<file path="src/rtl/dm_ctrl_pkg.sv">
// dm_ctrl_pkg: funct3 codes, FSM states and request decode helpers for dm_access_ctrl
package dm_ctrl_pkg;
  localparam logic [2:0] F3_B  = 3'b000;
  localparam logic [2:0] F3_H  = 3'b001;
  localparam logic [2:0] F3_W  = 3'b010;
  localparam logic [2:0] F3_BU = 3'b100;
  localparam logic [2:0] F3_HU = 3'b101;
  localparam logic [3:0] WEB_NONE = 4'hF;
  typedef enum logic [1:0] {IDLE, ACCESS, WAIT, DONE} dm_state_e;
  function automatic logic f_bad(input logic we, input logic [2:0] f3, input logic [1:0] a);
    logic ill, mis;
    ill = f3 == 3'b011 || f3[2:1] == 2'b11 || (f3[2] && we);
    mis = (f3[1:0] == 2'b01 && a[0]) || (f3[1:0] == 2'b10 && a != 2'b00);
    return ill || mis;
  endfunction
  function automatic logic [3:0] f_web(input logic [2:0] f3, input logic [1:0] a);
    return f3 == F3_B ? ~(4'b0001 << a) : f3 == F3_H ? (a[1] ? 4'b0011 : 4'b1100) : 4'h0;
  endfunction
  function automatic logic [31:0] f_di(input logic [2:0] f3, input logic [31:0] wd);
    return f3 == F3_B ? {4{wd[7:0]}} : f3 == F3_H ? {2{wd[15:0]}} : wd;
  endfunction
endpackage

</file>
<file path="src/rtl/dm_access_ctrl_load_extend.sv">
// load_extend: selects the addressed byte/half of a read word and sign/zero extends it
//   i_do[31:0] SRAM word, i_funct3 load type, i_a byte offset -> o_data extended result
module load_extend
  import dm_ctrl_pkg::*;
(
  input  logic [31:0] i_do,
  input  logic [2:0]  i_funct3,
  input  logic [1:0]  i_a,
  output logic [31:0] o_data
);
  logic [31:0] w_sh;
  logic [7:0]  w_b;
  logic [15:0] w_h;
  assign w_sh = i_do >> {i_a, 3'b000};
  assign w_b  = w_sh[7:0];
  assign w_h  = i_a[1] ? i_do[31:16] : i_do[15:0];
  always_comb
    o_data = i_funct3 == F3_B  ? {{24{w_b[7]}}, w_b} :
             i_funct3 == F3_BU ? {24'b0, w_b} :
             i_funct3 == F3_H  ? {{16{w_h[15]}}, w_h} :
             i_funct3 == F3_HU ? {16'b0, w_h} : i_do;
endmodule

</file>
<file path="src/rtl/dm_access_ctrl.sv">
// dm_access_ctrl: MEM-stage multi-cycle data SRAM controller with stall and load extension
//   in : clk, rst (async active-low), req_valid/we/funct3/addr/wdata from EX/MEM, DM_DO from SRAM
//   out: DM_CS/OE/WEB/A/DI to SRAM, mem_busy to hazard unit, rdata_valid/rdata, misalign_err
//   DM_PERF_CNT_EN defined adds load_cnt and stall_cnt counters
module dm_access_ctrl
  import dm_ctrl_pkg::*;
#(
  parameter int ADDR_W = 14,
  parameter int RD_LAT = 1,
  parameter int WR_LAT = 1
) (
  input  logic              clk,
  input  logic              rst,
  input  logic              req_valid,
  input  logic              req_we,
  input  logic [2:0]        req_funct3,
  input  logic [31:0]       req_addr,
  input  logic [31:0]       req_wdata,
  output logic              DM_CS,
  output logic              DM_OE,
  output logic [3:0]        DM_WEB,
  output logic [ADDR_W-1:0] DM_A,
  output logic [31:0]       DM_DI,
  input  logic [31:0]       DM_DO,
  output logic              mem_busy,
  output logic              rdata_valid,
  output logic [31:0]       rdata,
  output logic              misalign_err
`ifdef DM_PERF_CNT_EN
  ,
  output logic [31:0]       load_cnt,
  output logic [31:0]       stall_cnt
`endif
);
  dm_state_e         r_state;
  logic [1:0]        r_cnt, r_a;
  logic              r_we, r_cs, r_oe, r_rv, r_err;
  logic [2:0]        r_f3;
  logic [3:0]        r_web;
  logic [ADDR_W-1:0] r_addr;
  logic [31:0]       r_di, r_rd, w_ext;
  logic [1:0]        w_lat;
  logic              w_fin, w_unused;
  assign w_unused = ^req_addr[31:ADDR_W+2];
  assign w_lat = r_we ? 2'(WR_LAT - 1) : 2'(RD_LAT - 1);
  // last cycle the SRAM port is held; DO is sampled on the edge that ends it
  assign w_fin = (r_state == ACCESS && w_lat == 2'd0) || (r_state == WAIT && r_cnt == 2'd1);
  assign mem_busy = r_state == IDLE ? req_valid : (r_state == ACCESS || r_state == WAIT);
  assign {DM_CS, DM_OE, DM_WEB, DM_A, DM_DI} = {r_cs, r_oe, r_web, r_addr, r_di};
  assign {rdata_valid, rdata, misalign_err} = {r_rv, r_rd, r_err};
  load_extend u_ext (.i_do(DM_DO), .i_funct3(r_f3), .i_a(r_a), .o_data(w_ext));
  always_ff @(posedge clk or negedge rst)
    if (!rst) begin
      r_state <= IDLE;
      r_cnt   <= '0;
      r_a     <= '0;
      r_we    <= 1'b0;
      r_f3    <= '0;
      r_cs    <= 1'b0;
      r_oe    <= 1'b0;
      r_web   <= WEB_NONE;
      r_addr  <= '0;
      r_di    <= '0;
      r_rv    <= 1'b0;
      r_rd    <= '0;
      r_err   <= 1'b0;
    end else begin
      case (r_state)
        IDLE:
          if (req_valid) begin
            r_we   <= req_we;
            r_f3   <= req_funct3;
            r_a    <= req_addr[1:0];
            r_addr <= req_addr[ADDR_W+1:2];
            if (f_bad(req_we, req_funct3, req_addr[1:0])) begin
              r_state <= DONE;
              r_err   <= 1'b1;
              r_rd    <= '0;
            end else begin
              r_state <= ACCESS;
              r_cs    <= 1'b1;
              r_oe    <= !req_we;
              r_web   <= req_we ? f_web(req_funct3, req_addr[1:0]) : WEB_NONE;
              r_di    <= req_we ? f_di(req_funct3, req_wdata) : r_di;
            end
          end
        ACCESS, WAIT: begin
          r_cnt <= r_state == ACCESS ? w_lat : r_cnt - 2'd1;
          if (w_fin) begin
            r_state <= DONE;
            r_cs    <= 1'b0;
            r_oe    <= 1'b0;
            r_web   <= WEB_NONE;
            r_rv    <= !r_we;
            r_rd    <= r_we ? r_rd : w_ext;
          end else
            r_state <= WAIT;
        end
        default: begin
          r_state <= IDLE;
          r_rv    <= 1'b0;
          r_err   <= 1'b0;
        end
      endcase
    end
`ifdef DM_PERF_CNT_EN
  logic [31:0] r_load_cnt, r_stall_cnt;
  assign {load_cnt, stall_cnt} = {r_load_cnt, r_stall_cnt};
  always_ff @(posedge clk or negedge rst)
    if (!rst) begin
      r_load_cnt  <= '0;
      r_stall_cnt <= '0;
    end else begin
      r_load_cnt  <= r_load_cnt + 32'(r_rv);
      r_stall_cnt <= r_stall_cnt + 32'(mem_busy);
    end
`endif
endmodule

</file>
<file path="config.mk">
export PLATFORM = sky130hd
export DESIGN_NAME = dm_access_ctrl
export DESIGN_NICKNAME = d
export VERILOG_FILES = /design/src/rtl/dm_ctrl_pkg.sv /design/src/rtl/dm_access_ctrl_load_extend.sv /design/src/rtl/dm_access_ctrl.sv
export SDC_FILE = /design/constraint.sdc
export NUM_CORES = 1
export LEC_CHECK = 0
export ABC_AREA = 1
export ABC_CLOCK_PERIOD_IN_PS = 4200
export BUFFER_PORTS_ARGS = -buffer_cell sky130_fd_sc_hd__buf_2
export CAP_MARGIN = 15
export CORE_MARGIN = 8
export CORE_UTILIZATION = 42
export CTS_CLUSTER_SIZE = 24
export DETAILED_ROUTE_END_ITERATION = 10
export GPL_ROUTABILITY_DRIVEN = 0
export PLACE_DENSITY = 0.67
export SLEW_MARGIN = 20
export SYNTH_ARGS = -nofsm -noshare
export SYNTH_HDL_FRONTEND = slang
export SYNTH_SLANG_ARGS = --single-unit
export TNS_END_PERCENT = 30
</file>
<file path="constraint.sdc">
create_clock -name clk -period 4.2 [get_ports clk]
set_input_delay 0.21 -clock clk [delete_from_list [all_inputs] [get_ports clk]]
set_output_delay 0.21 -clock clk [all_outputs]
set_load 0.01 [all_outputs]
</file>
==> results of run 1 <==
==> kinds of logic after synthesis <==
kind of cell | Yosys count | synth area share (%)
buf+inv | 99 | 8.222
flops | 96 | 45.85
simple gates | 417 | 33.79
fa+ha+maj | 5 | 1.192
compound gates | 111 | 10.94
==> synth_stat cells, types with 3 or more instances <==
cell / count / share of area [%]
nand3_1: 89 / 8.5
clkbuf_1: 11 / 0.79
o211ai_1: 6 / 0.86
buf_2: 19 / 1.8
a21oi_1: 9 / 0.86
dfrtp_1: 92 / 44
dfstp_2: 4 / 2.0
inv_2: 5 / 0.36
nand2_2: 3 / 0.36
nor2_4: 3 / 0.64
buf_4: 5 / 0.72
nand2_1: 299 / 21
nor2_1: 13 / 0.93
ha_1: 5 / 1.2
inv_1: 53 / 3.8
o21ai_1: 36 / 3.4
o21ai_0: 57 / 5.4
==> layout by cell type (no fill, tap or decap), types with 2 or more instances in the layout <==
| cell | count |
|---|---|
| dfstp_2 | 4 |
| nor2_1 | 13 |
| a21oi_1 | 9 |
| nand2_2 | 3 |
| buf_2 | 172 |
| nand2_1 | 299 |
| o21ai_1 | 36 |
| nand3_2 | 2 |
| clkinv_2 | 2 |
| o211ai_1 | 6 |
| nand2_4 | 2 |
| bufinv_16 | 2 |
| buf_4 | 3 |
| dfrtp_1 | 92 |
| inv_2 | 5 |
| nor3_1 | 2 |
| clkbuf_16 | 9 |
| nand3_1 | 89 |
| nor2_4 | 3 |
| ha_1 | 5 |
| o22ai_1 | 2 |
| o21ai_0 | 57 |
| inv_1 | 53 |
==> worst max-delay path, cell delays in order (launching register included) <==
cell and delay [ps]:
dfrtp_1 790, clkinv_1 480, nand3_1 190, nand2_1 80, nand2_1 600, nand3_1 160, o21ai_0 200
==> sequential cells by signal, indices dropped and copies added, names as in the netlist <==
signal        flops
rdata            32
DM_WEB            4
r_f3              3
rdata_valid       1
DM_A             14
r_we              1
r_a               2
DM_CS             1
r_state           2
misalign_err      1
DM_DI            32
r_cnt             2
DM_OE             1
==> power by group <==
group / internal [mW] / switching, mW / leakage (nW)
sequential: 1.36 / 0.274 / 1.21
combinational: 0.890 / 1.67 / 2.33
clock: 0.523 / 0.375 / 0.156
total: 2.77 / 2.32 / 3.70
==> metrics by stage <==
step	total power, mW	setup slack [ps]
floorplan	3.429	2497
global placement	4.178	1686
detailed placement	4.228	1651
CTS	5.145	1632
global route	5.545	1416
finish	5.085	1591
==> per-layer routing <==
| layer | wire [um] | GRT usage (%) |
|---|---|---|
| met1 | 6995 | 24.95 |
| met2 | 7272 | 31.55 |
| met3 | 1317 | 6.281 |
| met4 | 337 | 6.434 |
| met5 | 8 | 0 |
==> worst min-delay path by stage <==
stage                             from  cells after the start        end
after global routing      req_addr[15]                      3   DM_A[13]
final                      req_addr[9]                      3    DM_A[7]
after detailed placement           rst                      1  DM_DI[19]
after CTS                  req_addr[7]                      3    DM_A[5]
after floorplan                    rst                      0    DM_A[0]
after global placement             rst                      1  DM_DI[19]
==> area by class of cell <==
cell class | count | area, sq um
diodes | 1 | 2.502
clock buffers | 9 | 225.2
clock inverters | 7 | 95.09
fillers | 1302 | 5937
inverters | 60 | 227.7
multi-input cells | 533 | 2411
flip-flops and latches | 96 | 2407
well taps | 172 | 215.2
repair buffers | 176 | 893.4
==> what timing repair did <==
item                                    CTS  global route
endpoints found under the setup margin    0             0
hold buffers                              1             0
endpoints found under the hold margin    60             0
==> flow_summary.toml, run 1 <==
[route]
via_per_inst = 4.955
firstDrtPassIters = 5
drc = 0
wl_per_cell_um = 15.11
drt.antenna.violating_nets = 0
vias = 5223
wirelength_um = 15930
first_iter_violations = 333

[sta]
holdWs_ps = 48.29
tns_ps = 0
slew_headroom_pct = 45.61
tightestPinTransition_ps = 813.8
hold_viol = 0
slew_violations = 0
finalClockSkew_ps = 5.341
setup_viol = 0
period_share_pct = 62.11
rsz0062_at_grt = "no"
period_needed_ps = 2609
timing.fmax_ghz = 0.3833

[synthesis]
synth-edff-count = 0
ys_types = 30
ys.flop_type = "dfrtp_1"
yosysSeqAreaShare_pct = 45.85
synth-seq-cells = 96
synthesis.area_sq_um = 5250
async_flop_share_pct = 100.0
syn_area_per_cell_sq_um = 7.212
yosys_warnings = 0
syn-num-nets = 836
synth_cells = 728

[power_and_ir_drop]
power.density_nw_per_um2 = 785.0
cellLeakagePower_nw = 3.696
irDropWorstVdd_v = 0.0005310

[clocking]
postCtsSetupRepairBufs = 0
cts_made_buffers = 9
cts_resized = 0
path_clk_slew_ps = 70
clockBufferDepth = 2
cts_sinks = 96
cts_tree = "yes"
cts_max_level = 3
cts-root-buf = "clkbuf_16"
clkLatencyLatePin_ps = 350

[finish]
final_area_sq_um = 6477
final_cells = 1054
layout-drive-gt1-share_pct = 24.29
final_core_util_pct = 52.18
nets = 984
areaGrowthSynthToFinish_pct = 23.38

[worst_setup_path]
critPathCapture = "rdata[10]"
crit_fanout = 24
r2r_end = "rdata[10]"
ff2ff_setup_slack_ps = 1590
worstPathRequired_ps = 4450
start_kind = "flip-flop"
arrival_ps = 2860
rr_startpoint = "r_a[1]"
critPathKind = "reg -> reg"
critical_path.startpoint = "r_a[1]"
cp-end-kind = "flip-flop"
rr_worst_depth = 6

[min_path]
hold_path_class = "in -> reg"

[place]
port_buffers = 173
place_area_sq_um = 6145
hpwl_um = 11570
place_inst = 1036

[global_route]
grt_pass1_wl_um = 25970
grt_max_degree = 65
antenna_found_initial = 2
grtUsageTotal_pct = 19.81
grt_pass1_vias = 5157
grt-ovfl-total = 0

[die]
initial_utilization_pct = 42.29
die_h_um = 127.8
die_area_sq_um = 16330
fp.dieW_um = 127.8
row_count = 41
coreArea_sq_um = 12410
pin_count = 190

[run]
drv_cap = 0

[status]
status = "finished, final reports clean"
(Power assumes the default switching activity.)
==> run 2, diff against run 1 <==
--- a/config.mk
+++ b/config.mk
@@ -5,8 +5,8 @@
 export SDC_FILE = /design/constraint.sdc
 export NUM_CORES = 1
 export LEC_CHECK = 0
-export ABC_AREA = 1
-export ABC_CLOCK_PERIOD_IN_PS = 4200
+export ABC_AREA = 0
+export ABC_CLOCK_PERIOD_IN_PS = 2740
 export BUFFER_PORTS_ARGS = -buffer_cell sky130_fd_sc_hd__buf_2
 export CAP_MARGIN = 15
 export CORE_MARGIN = 8
@@ -14,7 +14,7 @@
 export CTS_CLUSTER_SIZE = 24
 export DETAILED_ROUTE_END_ITERATION = 10
 export GPL_ROUTABILITY_DRIVEN = 0
-export PLACE_DENSITY = 0.67
+export PLACE_DENSITY = 0.68
 export SLEW_MARGIN = 20
 export SYNTH_ARGS = -nofsm -noshare
 export SYNTH_HDL_FRONTEND = slang
==> constraint.sdc (replaced) <==
create_clock -name clk -period 2.74 [get_ports clk]
set_input_delay 0.137 -clock clk [delete_from_list [all_inputs] [get_ports clk]]
set_output_delay 0.137 -clock clk [all_outputs]
set_load 0.01 [all_outputs]
==> run 2 against run 1 <==
Routed wire length is 11% lower. Synthesized cell count is 39% lower. Worst hold slack worse by 20 ps. Worst setup slack worse by 1100 ps. Critical path type unchanged. Critical endpoint is now rdata[27]. Highest routed layer is now met4.
==> flow_summary.toml, run 2 <==
[finish]
layout_common_cells = "172 x buf_2, 92 x dfrtp_1, 56 x nand2_1, 53 x mux2_2, 42 x o21ai_0"
mostFrequentLayoutCell = "buf_2"
nets = 722
final-seq-area_sq_um = 2407
layout-drive-gt1-share_pct = 44.43
multi_input_comb_area_sq_um = 2328
n_fill_cell = 1041
areaGrowthSynthToFinish_pct = 26.68
num_antenna_cells = 0

[synthesis]
yosysSeqAreaShare_pct = 48.98
yosys_warnings = 0
yosysMostFrequentCell = "dfrtp_1"
synth-edff-count = 0
async_flop_share_pct = 100.0
syn-num-nets = 554
syn_area_per_cell_sq_um = 11.02
synthesis.area_sq_um = 4915
synth_common_cells = "92 x dfrtp_1, 56 x nand2_1, 53 x mux2_2"
synthTopCellsByArea = "dfrtp_1 47%, mux2_2 12%, mux2i_1 5.3%, nand2_1 4.3%, o21ai_0 4.3%"
synthDominantCellAreaShare_pct = 46.84
ys_types = 46
ys.flop_type = "dfrtp_1"
synth-seq-cells = 96
synth_cells = 446
yosysTopAreaCell = "dfrtp_1"

[power_and_ir_drop]
power_switching_mw = 2.806
switching_share_pct = 39.08
p_int_mw = 4.375
p_total_mw = 7.181
cellLeakagePower_nw = 3.066
irDropWorstVdd_v = 0.0005437
clkPwrFrac_pct = 16.5
power.density_nw_per_um2 = 1153
comb_power_share_pct = 50.7
p_seq_share_pct = 32.8

[route]
via_per_inst = 5.459
firstDrtPassIters = 4
drt.antenna.violating_nets = 0
drc = 0
wl_per_cell_um = 18.59
vias = 4160
first_iter_violations = 293
wirelength_um = 14170

[worst_setup_path]
rr_worst_depth = 6
path_cells = "inv_1 > ha_1 > nor2_1 > nand3b_2 > buf_4 > mux2_2"
worstPathRequired_ps = 2960
cp-end-kind = "flip-flop"
critical_path.startpoint = "r_state[0]"
r2r_end = "rdata[27]"
critPathKind = "reg -> reg"
slowest_stage = "ha_1"
start_kind = "flip-flop"
arrival_ps = 2450
max_stage_delay_ps = 480
ff2ff_setup_slack_ps = 510
crit_fanout = 27
rr_startpoint = "r_state[0]"

[clocking]
cts_tree = "yes"
path_clk_slew_ps = 70
clkLatencyLatePin_ps = 340
cts_made_buffers = 9
cts-root-buf = "clkbuf_16"
clockBufferDepth = 2
cts_sinks = 96
cts_max_level = 3
cts_resized = 0

[global_route]
grt_pass1_wl_um = 22120
grt_max_degree = 58
grt.busiest_layer = "met2"
use_met3_pct = 6.981
grt-ovfl-total = 0
grt_pass1_vias = 4361
grt_util_met1_pct = 23.12
grtUsageTotal_pct = 18.29
antenna_found_initial = 0
use_met2_pct = 28.92

[die]
pin_count = 190
initial_utilization_pct = 43.04
row_count = 39
die_h_um = 124.2
fp.dieW_um = 124.2
die_area_sq_um = 15420
coreArea_sq_um = 11420

[sta]
rsz0062_at_grt = "no"
tns_ps = 0
finalClockSkew_ps = 7.887
hold_viol = 0
period_needed_ps = 2231
slew_violations = 0
period_share_pct = 81.42
tightestPinTransition_ps = 844.1
slew_headroom_pct = 43.42
timing.fmax_ghz = 0.4483
setup_viol = 0

[status]
status = "finished, final reports clean"

[min_path]
whs_path_depth = 2
hold_path_startpoint = "req_addr[11]"
hold-path-endpoint = "DM_A[9]"
hold_path_class = "in -> reg"

[place]
hpwl_um = 10750
port_buffers = 173

[run]
drv_cap = 0
-- run 2: cells by family (layout without fill, tap and decap cells) --
| logic type | after synthesis | in the layout | share of synthesized area, % |
|---|---|---|---|
| AOI/OAI and AO/OA | 117 | 117 | 15.43 |
| and+or+nand+nor | 100 | 100 | 9.216 |
| adders and majority gates | 5 | 5 | 1.273 |
| DFF | 96 | 96 | 48.98 |
| muxes | 87 | 87 | 21.10 |
| buffers and inverters | 41 | 214 | 3.997 |
-- run 2: worst max path at each step --
stage / to
6_report: rdata[27]
5_1_grt: rdata[27]
4_1_cts: rdata[24]
3_5_place_dp: rdata[24]
3_3_place_gp: rdata[16]
2_1_floorplan: rdata[10]
-- run 2: metrics by stage --
stage | utilization [%] | cell area [sq um] | setup slack [ps] | instances | hold slack [ps]
6_report | 54.53 | 6226 | 509.1 | 762 | 27.92
5_1_grt | 54.53 | 6226 | 393.7 | 762 | 22.64
4_1_cts | 54.53 | 6226 | 503.0 | 762 | 15.69
3_5_place_dp | 52.04 | 5942 | 519.6 | 745 | 231.2
3_3_place_gp | 52.04 | 5942 | 560.9 | 745 | 214.7
2_1_floorplan | - | 4915 | 782.1 | 446 | -158.6
-- run 2: critical path, delay by kind of cell (launching register included) --
kind / cells / cell delay [ps]
adder cells (fa/ha/maj): 1 / 480
buffers and inverters: 2 / 410
flip-flops: 1 / 380
multiplexers: 1 / 380
AND/OR/NAND/NOR: 2 / 440
-- run 2: area by class of cell --
cell class	instances	share of cell area (%)
flip-flops and latches	96	38.67
multi-input cells	309	37.40
inverters	9	0.5426
clock inverters	5	0.5024
well taps	143	2.874
repair buffers	189	16.12
clock buffers	11	3.899
-- run 2: repair_timing --
action                                 in CTS  in global routing
hold buffers                                1                  0
endpoints found under the hold margin      51                  0
setup buffers                               0                  0
-- run 2: metal layers --
metal,share of wire [%],vias up
met1,43,2012
met3,11,11
met4,0.96,0
li1,-,1955
met5,0,-
met2,45,182
-- run 2: power groups by stage --
stage / Clock (mW) / Combinational, mW / Sequential (mW)
global route: 1.27 / 4.00 / 2.43
CTS: 1.21 / 3.70 / 2.36
floorplan: 0 / 2.29 / 2.58
detailed placement: 0 / 3.69 / 2.37
global placement: 0 / 3.59 / 2.34
finish: 1.18 / 3.64 / 2.36
==> run 3, diff against run 2 <==
--- a/config.mk
+++ b/config.mk
@@ -5,8 +5,8 @@
 export SDC_FILE = /design/constraint.sdc
 export NUM_CORES = 1
 export LEC_CHECK = 0
-export ABC_AREA = 0
-export ABC_CLOCK_PERIOD_IN_PS = 2740
+export ABC_AREA = 1
+export ABC_CLOCK_PERIOD_IN_PS = 2150
 export BUFFER_PORTS_ARGS = -buffer_cell sky130_fd_sc_hd__buf_2
 export CAP_MARGIN = 15
 export CORE_MARGIN = 8
@@ -14,7 +14,7 @@
 export CTS_CLUSTER_SIZE = 24
 export DETAILED_ROUTE_END_ITERATION = 10
 export GPL_ROUTABILITY_DRIVEN = 0
-export PLACE_DENSITY = 0.68
+export PLACE_DENSITY = 0.67
 export SLEW_MARGIN = 20
 export SYNTH_ARGS = -nofsm -noshare
 export SYNTH_HDL_FRONTEND = slang
==> constraint.sdc (replaced) <==
create_clock -name clk -period 2.15 [get_ports clk]
set_input_delay 0.1075 -clock clk [delete_from_list [all_inputs] [get_ports clk]]
set_output_delay 0.1075 -clock clk [all_outputs]
set_load 0.01 [all_outputs]
==> run 3 against run 2 <==
Clock power increased by 39%. Die area increased by 5.9%. Routed wire length increased by 11%. Sequential share of layout area decreased by 2.8 points. Clock-buffer cell count decreased by 2. Global-route usage increased by 1.6 points. Critical path type is now reg -> out. Highest routed layer is now met5.
==> flow_summary.toml, run 3 (synthesized netlist as in run 1, its figures left out) <==
[sta]
period_share_pct = 89.28
setup_viol = 0
tightestPinTransition_ps = 713.9
slew_headroom_pct = 52.34
hold_viol = 0
slew_violations = 0
rsz0062_at_grt = "no"
tns_ps = 0
finalClockSkew_ps = 4.032
timing.fmax_ghz = 0.5209
period_needed_ps = 1920

[global_route]
grt_pass1_wl_um = 26080
grt-ovfl-total = 0
antenna_found_initial = 4
grt_max_degree = 56
grt_pass1_vias = 5299
grtUsageTotal_pct = 19.93

[clocking]
cts_max_level = 3
cts_sinks = 96
postCtsSetupRepairBufs = 0
cts_resized = 0
path_clk_slew_ps = 70
ctsHoldBuffers = 15
cts_made_buffers = 9
clkLatencyLatePin_ps = 350
cts_tree = "yes"
clockBufferDepth = 2
cts-root-buf = "clkbuf_16"

[worst_setup_path]
r2r_end = "rdata[22]"
rr_startpoint = "r_state[1]"
crit_fanout = 5
start_kind = "flip-flop"
critical_path.startpoint = "r_state[1]"
ff2ff_setup_slack_ps = 250
worstPathRequired_ps = 2040
rr_worst_depth = 9
cp-end-kind = "output port"
arrival_ps = 1810
critPathCapture = "mem_busy"
critPathKind = "reg -> out"

[route]
vias = 5269
drt.antenna.violating_nets = 0
firstDrtPassIters = 5
first_iter_violations = 348
wirelength_um = 15750
via_per_inst = 4.883
wl_per_cell_um = 14.60
drc = 0

[die]
die_h_um = 127.8
row_count = 41
fp.dieW_um = 127.8
pin_count = 190
die_area_sq_um = 16330
coreArea_sq_um = 12410
initial_utilization_pct = 42.29

[finish]
layout_common_cells = "299 x nand2_1, 172 x buf_2, 92 x dfrtp_1, 89 x nand3_1, 57 x o21ai_0"
areaGrowthSynthToFinish_pct = 27.93
mostFrequentLayoutCell = "nand2_1"
nets = 1008
multi_input_comb_area_sq_um = 2411
final_area_sq_um = 6716
n_fill_cell = 1248
final-seq-area_sq_um = 2407
final_core_util_pct = 54.10
layout-drive-gt1-share_pct = 24.75

[run]
drv_cap = 0

[power_and_ir_drop]
cellLeakagePower_nw = 3.800
irDropWorstVdd_v = 0.0007114
power.density_nw_per_um2 = 1488

[min_path]
whs_path_depth = 3
hold_path_class = "in -> reg"

[place]
port_buffers = 173
place_area_sq_um = 6257
hpwl_um = 11660

[status]
status = "finished, final reports clean"
-- run 3: cell count changes in the layout (fill, tap and decap cells not counted), sizes merged, moves of 13 or more --
cell         before  now
mux2             53    0
nor2b            16    0
o21ai            42   93
a21oi            22    9
dlygate4sd3       1   15
nand3             2   91
nand2            56  304
mux2i            26    0
inv              10   61
-- run 3: metal layers --
layer  up-vias  part of all wire, %  track usage (%)
li1       2674                    -                -
met5         -                 0.14                0
met3        34                  8.6            6.531
met4         4                  2.3            6.643
met2       184                   47            32.51
met1      2373                   42            24.27
-- run 3: how the worst min path moves through the flow --
| stage | start | to | slack (ps) |
|---|---|---|---|
| after detailed placement | rst | rdata[6] | 150 |
| final | req_funct3[0] | r_f3[0] | 40 |
| after floorplan | rst | DM_A[0] | -190 |
| after CTS | req_funct3[0] | r_f3[0] | 20 |
| after global placement | rst | rdata[6] | 140 |
| after global routing | req_we | DM_OE | 50 |
-- run 3: per-stage QoR --
stage | setup WS (ps) | cells | power [mW] | hold WS (ps)
finish | 230.4 | 1079 | 9.991 | 39.25
global route | 37.06 | 1079 | 10.94 | 49.15
CTS | 219.6 | 1077 | 10.15 | 24.29
detailed placement | 257.4 | 1046 | 8.432 | 148.4
global placement | 282.7 | 1046 | 8.362 | 139.8
floorplan | 446.6 | 728 | 6.698 | -188.1
-- run 3: area by class of cell --
| cell class | count | share of cell area (%) |
|---|---|---|
| clock buffers | 9 | 3.353 |
| well taps | 172 | 3.204 |
| inverters | 60 | 3.390 |
| multi-input cells | 533 | 35.90 |
| flip-flops and latches | 96 | 35.84 |
| diodes | 2 | 0.07452 |
| clock inverters | 7 | 1.174 |
| repair buffers | 200 | 17.06 |
-- run 3: worst max-delay path, cell delays in order, from the launching register on --
cell and delay, ps:
dfrtp_1 400, inv_1 110, ha_1 300, inv_2 90
or2_1 260, inv_1 110, nor2_1 50, buf_2 140
-- run 3: power breakdown --
part / leakage [nW] / internal (mW) / switching (mW)
logic: 2.45 / 1.95 / 3.29
clock network: 0.139 / 0.912 / 0.733
registers: 1.21 / 2.65 / 0.455
